`src/rtl/serial_shift_sequencer.sv`:
```
`default_nettype none
// ============================================================================
// Module   : serial_shift_sequencer
// Purpose  : Serializes parallel words LSB-first onto a shift chain, drives
//            the chain enable, flushes DEPTH zeros after the last word and
//            pulses done when the last bit has left the chain.
// Revision : 1.0 - initial release
// ============================================================================
module serial_shift_sequencer #(
    parameter int WIDTH = 8,
    parameter int DEPTH = 4
) (
    input  logic             clk,
    input  logic             rst,
    input  logic [WIDTH-1:0] in_data,
    input  logic             in_valid,
    output logic             in_ready,
    input  logic             stall,
    output logic             sdo,
    output logic             shift_en,
    output logic             busy,
    output logic             done
);

    localparam int BCW = $clog2(WIDTH);
    localparam int FCW = $clog2(DEPTH + 1);
    localparam logic [BCW-1:0] BIT_LAST = BCW'(WIDTH - 1);
    localparam logic [FCW-1:0] FL_LAST  = FCW'(DEPTH - 1);

    typedef enum logic [1:0] {
        IDLE  = 2'd0,
        SHIFT = 2'd1,
        FLUSH = 2'd2
    } state_t;

    state_t           state, state_nx;
    logic [WIDTH-1:0] sreg, sreg_nx;
    logic [BCW-1:0]   bit_cnt, bit_cnt_nx;
    logic [FCW-1:0]   fl_cnt, fl_cnt_nx;
    logic             done_nx;
    logic             accept;
    logic             last_bit;

    assign last_bit = (state == SHIFT) && (bit_cnt == BIT_LAST);

    // rst gates in_ready so nothing is offered while the block is held in reset.
    assign in_ready = rst && ((state == IDLE) || (last_bit && !stall));
    assign accept   = in_valid && in_ready;
    assign shift_en = ((state == SHIFT) || (state == FLUSH)) && !stall;

    // sdo and busy are decoded purely from flops, so they carry no input path.
    assign sdo  = (state == SHIFT) && sreg[0];
    assign busy = (state != IDLE);

    // State and datapath registers; reset aborts any word without a done pulse.
    always_ff @(posedge clk or negedge rst) begin
        if (!rst) begin
            state   <= IDLE;
            sreg    <= '0;
            bit_cnt <= '0;
            fl_cnt  <= '0;
            done    <= 1'b0;
        end else begin
            state   <= state_nx;
            sreg    <= sreg_nx;
            bit_cnt <= bit_cnt_nx;
            fl_cnt  <= fl_cnt_nx;
            done    <= done_nx;
        end
    end

    // Next-state logic: load on accept, shift while not stalled, then flush.
    always_comb begin
        state_nx   = state;
        sreg_nx    = sreg;
        bit_cnt_nx = bit_cnt;
        fl_cnt_nx  = fl_cnt;
        done_nx    = 1'b0;
        case (state)
            IDLE: begin
                if (accept) begin
                    sreg_nx    = in_data;
                    bit_cnt_nx = '0;
                    state_nx   = SHIFT;
                end
            end
            SHIFT: begin
                if (!stall) begin
                    if (bit_cnt != BIT_LAST) begin
                        sreg_nx    = sreg >> 1;
                        bit_cnt_nx = bit_cnt + 1'b1;
                    end else if (accept) begin
                        // Reload on the last-bit edge keeps words gapless.
                        sreg_nx    = in_data;
                        bit_cnt_nx = '0;
                    end else begin
                        fl_cnt_nx = '0;
                        state_nx  = FLUSH;
                    end
                end
            end
            FLUSH: begin
                if (!stall) begin
                    fl_cnt_nx = fl_cnt + 1'b1;
                    if (fl_cnt == FL_LAST) begin
                        state_nx = IDLE;
                        done_nx  = 1'b1;
                    end
                end
            end
            default: begin
                state_nx = IDLE;
            end
        endcase
    end

endmodule
`default_nettype wire

```
`config.mk`:
```
export PLATFORM = sky130hd
export DESIGN_NAME = serial_shift_sequencer
export DESIGN_NICKNAME = d
export VERILOG_FILES = /design/src/rtl/serial_shift_sequencer.sv
export SDC_FILE = /design/constraint.sdc
export NUM_CORES = 1
export LEC_CHECK = 0
export CORE_ASPECT_RATIO = 0.7
export CORE_UTILIZATION = 45
export CTS_CLUSTER_SIZE = 30
export DETAILED_ROUTE_END_ITERATION = 12
export DONT_BUFFER_PORTS = 1
export PLACE_DENSITY_LB_ADDON = 0.2
export SLEW_MARGIN = 20
export SYNTH_ARGS = -nofsm -noshare
export SYNTH_HDL_FRONTEND = slang
export SYNTH_SLANG_ARGS = --single-unit
```
`constraint.sdc`:
```
create_clock -name clk -period 3.1 [get_ports clk]
set_input_delay 0.775 -clock clk [delete_from_list [all_inputs] [get_ports clk]]
set_output_delay 0.775 -clock clk [all_outputs]
set_load 0.03 [all_outputs]
```
==> impl_metrics.toml, run 1 <==
[cells_and_area]
fin_util_pct = 50.96
stdcell_count = 130
area_growth_pct = 4.535
diodes = 0
multi_input_area_um2 = 598.1
fin_nets = 120
ff_latch_area_um2 = 425.4
fillers = 198
drive_gt1_share_pct = 10.20

[power]
power.density_mw_per_mm2 = 924.6
p_int_uw = 606.6
power.share.clock_pct = 11.7
ir_worst_vdd_v = 0.0003126
switching_share_pct = 41.68
report.power.total_mw = 1.040
pwr-share-seq_pct = 35.5
power.net_switching_uw = 433.4
power.leakage_nw = 0.4628
p_comb_share_pct = 52.7

[floorplan]
start_util_pct = 48.75
die_w_um = 60.45
die_y_um = 42.91
rows = 14
ios = 17
core_mm2 = 0.002207
die_area_mm2 = 0.002594

[synthesis]
ys_types = 31
ys_warn_count = 0
syn-num-nets = 117
syn_area_mm2 = 0.001076
yosys.cell_count.top_type = "dfrtp_1"
ys_seq_elements = 17
yosysTopAreaCellShare_pct = 39.53
synth_commonest_cells = "dfrtp_1, ha_1, inv_1, nand2b_1, o211ai_1"
synth_area_leaders = "dfrtp_1, ha_1, o221a_1, o211ai_1, nand2b_1"
async_flop_share_pct = 100.0
synth_ff_type = "dfrtp_1"
synth_cells = 96
avgSynthCellArea_um2 = 11.21
synth-seq-area-share_pct = 39.53
synth_enable_flop_cells = 0
yosys.area.top_type = "dfrtp_1"

[placement]
portBuffers = 0
gp_congestion = 0.8046
dpl_worst_slack_ps = 870.1
dp.cells = 126
dp_hpwl_um = 1502

[setup_path]
path_max_fanout = 13
worst_setup_path_start_kind = "flop"
end_kind = "primary output"
critical_path_class = "flop to primary output"
worstPathRequired_ps = 2320
cp.arrival_ps = 1800
regToRegSetupSlack_ps = 1120

[clocking]
cts_root_buffer = "clkbuf_4"
clkLatencyLatePin_ps = 300
clock_path_buffers = 2
ctsHoldBuffers = 0
cts_tree = "built"
ctsResizeCount = 0
cts_buffers = 3
h-tree-depth = 1
cts_setup_buffers = 0
clock_sinks = 17
clkTransAtPathRegs_ps = 110

[global_routing]
track_usage_pct = 18.09
grt_max_degree = 24
grt_antenna_before_repair = 0
grt_pass1_wl_um = 3353
gr-total-overflow = 0
grt_pass1_vias = 697

[detailed_routing]
drt_wl_total_um = 2024
wl_per_cell_um = 15.57
dr_total_vias = 736
drcViolationCount = 0
drt_iter0_markers = 49
dr.pass1.iters = 4
detail-route-antenna-nets = 0
via_per_inst = 5.662

[sta]
fin_setup_tns_ps = 0
slew_viol_final = 0
max_slew_margin_pct = 56.54
rsz0062_at_grt = "no"
hold_viol_final = 0
worst_clock_skew_ps = 9.528
period_share_pct = 83.19
setup_slack_ps = 521.2
finalSetupViolCount = 0
worst_pin_slew_ps = 649.0
clock.fmax_mhz = 387.8
layout_min_cycle_time_ps = 2579

[worst_hold_path]
worst_hold_path_type = "primary input to async pin"

[run]
max_cap_viol_count = 0

[status]
status = "finished clean"
-- worst max-delay path: stages, from the launching register on --
cell and delay (ps):
dfrtp_1 420, inv_1 130, ha_1 400, and3b_1 260, o21a_1 300
-- path summary, 6_finish.rpt --
path                         endpoint  cells past startpoint  startpoint
setup / recovery             in_ready                      4    state[1]
hold / removal               state[0]                      0         rst
setup reg to reg           bit_cnt[0]                      5    state[1]
hold reg to reg            bit_cnt[1]                      1  bit_cnt[1]
max in group asynchronous        done                      0         rst
min in group clk           bit_cnt[1]                      1  bit_cnt[1]
-- power by group through the flow --
stage | registers [mW] | logic, mW | clock network [mW]
6_report | 0.369 | 0.549 | 0.122
5_1_grt | 0.382 | 0.609 | 0.137
4_1_cts | 0.369 | 0.551 | 0.129
3_5_place_dp | 0.374 | 0.546 | 0
3_3_place_gp | 0.373 | 0.537 | 0
2_1_floorplan | 0.362 | 0.478 | 0
-- registers in the layout, summed over array words and instances, names as in the netlist --
register and cells:
state 2, bit_cnt 3, sreg 8, done 1, fl_cnt 3
-- routing by layer --
metal	wire, um	track usage [%]	share of wire [%]
met1	1082	27.36	53
met2	858	25.05	42
met3	69	5.488	3.4
met4	13	4.091	0.64
met5	0	0	0
-- layout by cell type (no fill, tap or decap), drive strengths merged --
master | netlist | layout
a21boi | 1 | 1
ha | 9 | 9
o22ai | 1 | 1
a22o | 2 | 2
a21bo | 1 | 1
and3 | 1 | 1
o21ai | 1 | 1
o221a | 7 | 7
o2111ai | 1 | 1
nand3 | 2 | 2
inv | 9 | 9
o21a | 3 | 3
mux2 | 1 | 1
o32ai | 1 | 1
nand4 | 2 | 2
dfrtp | 17 | 17
o32a | 1 | 1
a2111o | 2 | 2
nand3b | 1 | 1
nand2 | 3 | 3
and4b | 1 | 1
and3b | 1 | 1
o211ai | 9 | 9
and2 | 1 | 1
o31ai | 2 | 2
clkinv | 0 | 1
nor3b | 1 | 1
nor2b | 4 | 4
clkbuf | 0 | 3
nand2b | 9 | 9
-- logic make-up after synthesis --
| group | share of synthesized area, % |
|---|---|
| AOI/OAI and AO/OA | 28.26 |
| and+or+nand+nor | 15.81 |
| muxes | 1.046 |
| DFF | 39.54 |
| buffers and inverters | 4.884 |
| adders and majority gates | 10.47 |
-- metrics by stage --
stage	area [um^2]	hold slack [ps]
2_1_floorplan	1076	470.1
3_3_place_gp	1097	479.9
3_5_place_dp	1097	480.0
4_1_cts	1125	146.6
5_1_grt	1125	132.1
6_report	1125	154.5
-- final cells by class --
class / count / share of cell area, %
Sequential cell: 17 / 37.82
Multi-Input combinational cell: 68 / 53.17
Tap cell: 32 / 3.560
Clock buffer: 3 / 2.002
Inverter: 9 / 3.003
Clock inverter: 1 / 0.4449
No activity file was read; power rests on OpenSTA's default activity.
==> run 2: changes to the inputs <==
Clock period 3.1 ns to 2.65 ns, I/O delays scaled along.
==> run 2 against run 1 <==
  * Cell count stayed put
  * Die area stayed put
  * Global-route usage is 0.93 points higher
  * Worst setup slack worse by 350 ps
  * Clock power is 17% higher
  * Sequential power is 18% higher
  * Via count is 11% higher
  * Critical endpoint unchanged
  * Largest cell class unchanged
==> impl_metrics.toml, run 2 (synthesis gave the netlist of run 1 again) <==
[sta]
max_slew_margin_pct = 58.93
hold_ws_ps = 45.07
clock.fmax_mhz = 403.4
slew_viol_final = 0
fin_setup_tns_ps = 0
finalSetupViolCount = 0
period_share_pct = 93.54
rsz0062_at_grt = "no"
worst_pin_slew_ps = 613.3
layout_min_cycle_time_ps = 2479
hold_viol_final = 0
worst_clock_skew_ps = 5.984

[setup_path]
worstPathRequired_ps = 1990
critical_path_class = "flop to primary output"
cp.arrival_ps = 1820
worst_setup_path_start_kind = "flop"
end_kind = "primary output"
path_max_fanout = 13

[detailed_routing]
via_per_inst = 6.269
drcViolationCount = 0
dr.pass1.iters = 4
detail-route-antenna-nets = 0
drt_wl_total_um = 2126
dr_total_vias = 815
drt_iter0_markers = 31
wl_per_cell_um = 16.35

[power]
power.density_mw_per_mm2 = 1095
ir_worst_vdd_v = 0.0003612
pwr-share-seq_pct = 35.2
power.leakage_nw = 0.4601
report.power.total_mw = 1.230
switching_share_pct = 41.87
p_int_uw = 715.1
power.share.clock_pct = 11.6
p_comb_share_pct = 53.1
power.net_switching_uw = 515.0

[clocking]
cts_buffers = 3
clock_sinks = 17
clock_path_buffers = 2
cts_root_buffer = "clkbuf_4"
clkTransAtPathRegs_ps = 100
h-tree-depth = 1
ctsResizeCount = 0
ctsHoldBuffers = 0
clkLatencyLatePin_ps = 290
cts_tree = "built"
cts_setup_buffers = 0

[cells_and_area]
layout_commonest_cell = "dfrtp_1"
fin_nets = 120
fillers = 210
fin_util_pct = 50.91
drive_gt1_share_pct = 9.184
final_cell_mix = "dfrtp_1, inv_1, nand2b_1, ha_1, o211ai_1"
top_regs = "sreg x8, bit_cnt x3, fl_cnt x3"
regMostFlops = "sreg"
diodes = 0
area_growth_pct = 4.419
stdcell_count = 130
largest_reg_flops = 8

[global_routing]
grt_pass1_vias = 768
grt_antenna_before_repair = 0
grt_max_degree = 24
grt_pass1_wl_um = 3560
gr-total-overflow = 0
track_usage_pct = 19.03

[placement]
dp_hpwl_um = 1553
dp.cells = 126
gp_congestion = 0.8401
portBuffers = 0

[floorplan]
core_mm2 = 0.002207
rows = 14
die_w_um = 60.45
ios = 17
die_y_um = 42.91
die_area_mm2 = 0.002594
start_util_pct = 48.75

[status]
status = "finished clean"

[run]
max_cap_viol_count = 0

[worst_hold_path]
worst_hold_path_type = "primary input to async pin"
-- run 2: power groups by stage --
stage	Combinational [mW]	Sequential, mW	Clock [mW]
2_1_floorplan	0.559	0.424	0
3_3_place_gp	0.625	0.436	0
3_5_place_dp	0.648	0.438	0
4_1_cts	0.651	0.433	0.150
5_1_grt	0.720	0.450	0.161
6_report	0.654	0.434	0.143
-- run 2: worst max-delay path: stages, from the launching register on --
cell and delay (ps):
dfrtp_1 420, inv_1 140, ha_1 400, and3b_1 260
o21a_1 300
-- run 2: final cells by class --
class	instances	area, um^2	share of cell area, %
clock buffers	4	26.28	2.339
inverters	9	33.78	3.007
multi-input cells	68	598.1	53.23
flip-flops and latches	17	425.4	37.86
well taps	32	40.04	3.563
-- run 2: path summary, 6_finish.rpt --
| kind | start | endpoint | slack [ps] | cells after the start |
|---|---|---|---|---|
| setup / recovery | state[1] | in_ready | 170 | 4 |
| hold / removal | rst | state[0] | 50 | 0 |
| setup reg to reg | state[1] | bit_cnt[0] | 650 | 5 |
| hold reg to reg | bit_cnt[2] | bit_cnt[2] | 510 | 1 |
| max in group asynchronous | rst | sreg[6] | 2530 | 0 |
| min in group clk | in_data[7] | sreg[7] | 510 | 2 |
-- run 2: through the flow --
| stage | worst slack [ps] | instance area, um^2 |
|---|---|---|
| floorplan | 725.1 | 1076 |
| CTS | 166.2 | 1124 |
| finish | 171.1 | 1124 |
| global route | 62.71 | 1124 |
| global placement | 587.1 | 1097 |
| detailed placement | 512.1 | 1097 |
-- run 2: per-layer routing --
metal	vias to the layer above	share of wire [%]	global-route usage (%)
met5	-	0	0
met4	0	1.5	7.273
met3	5	4.8	5.488
met2	26	44	28.35
met1	410	50	25.91
li1	374	-	-
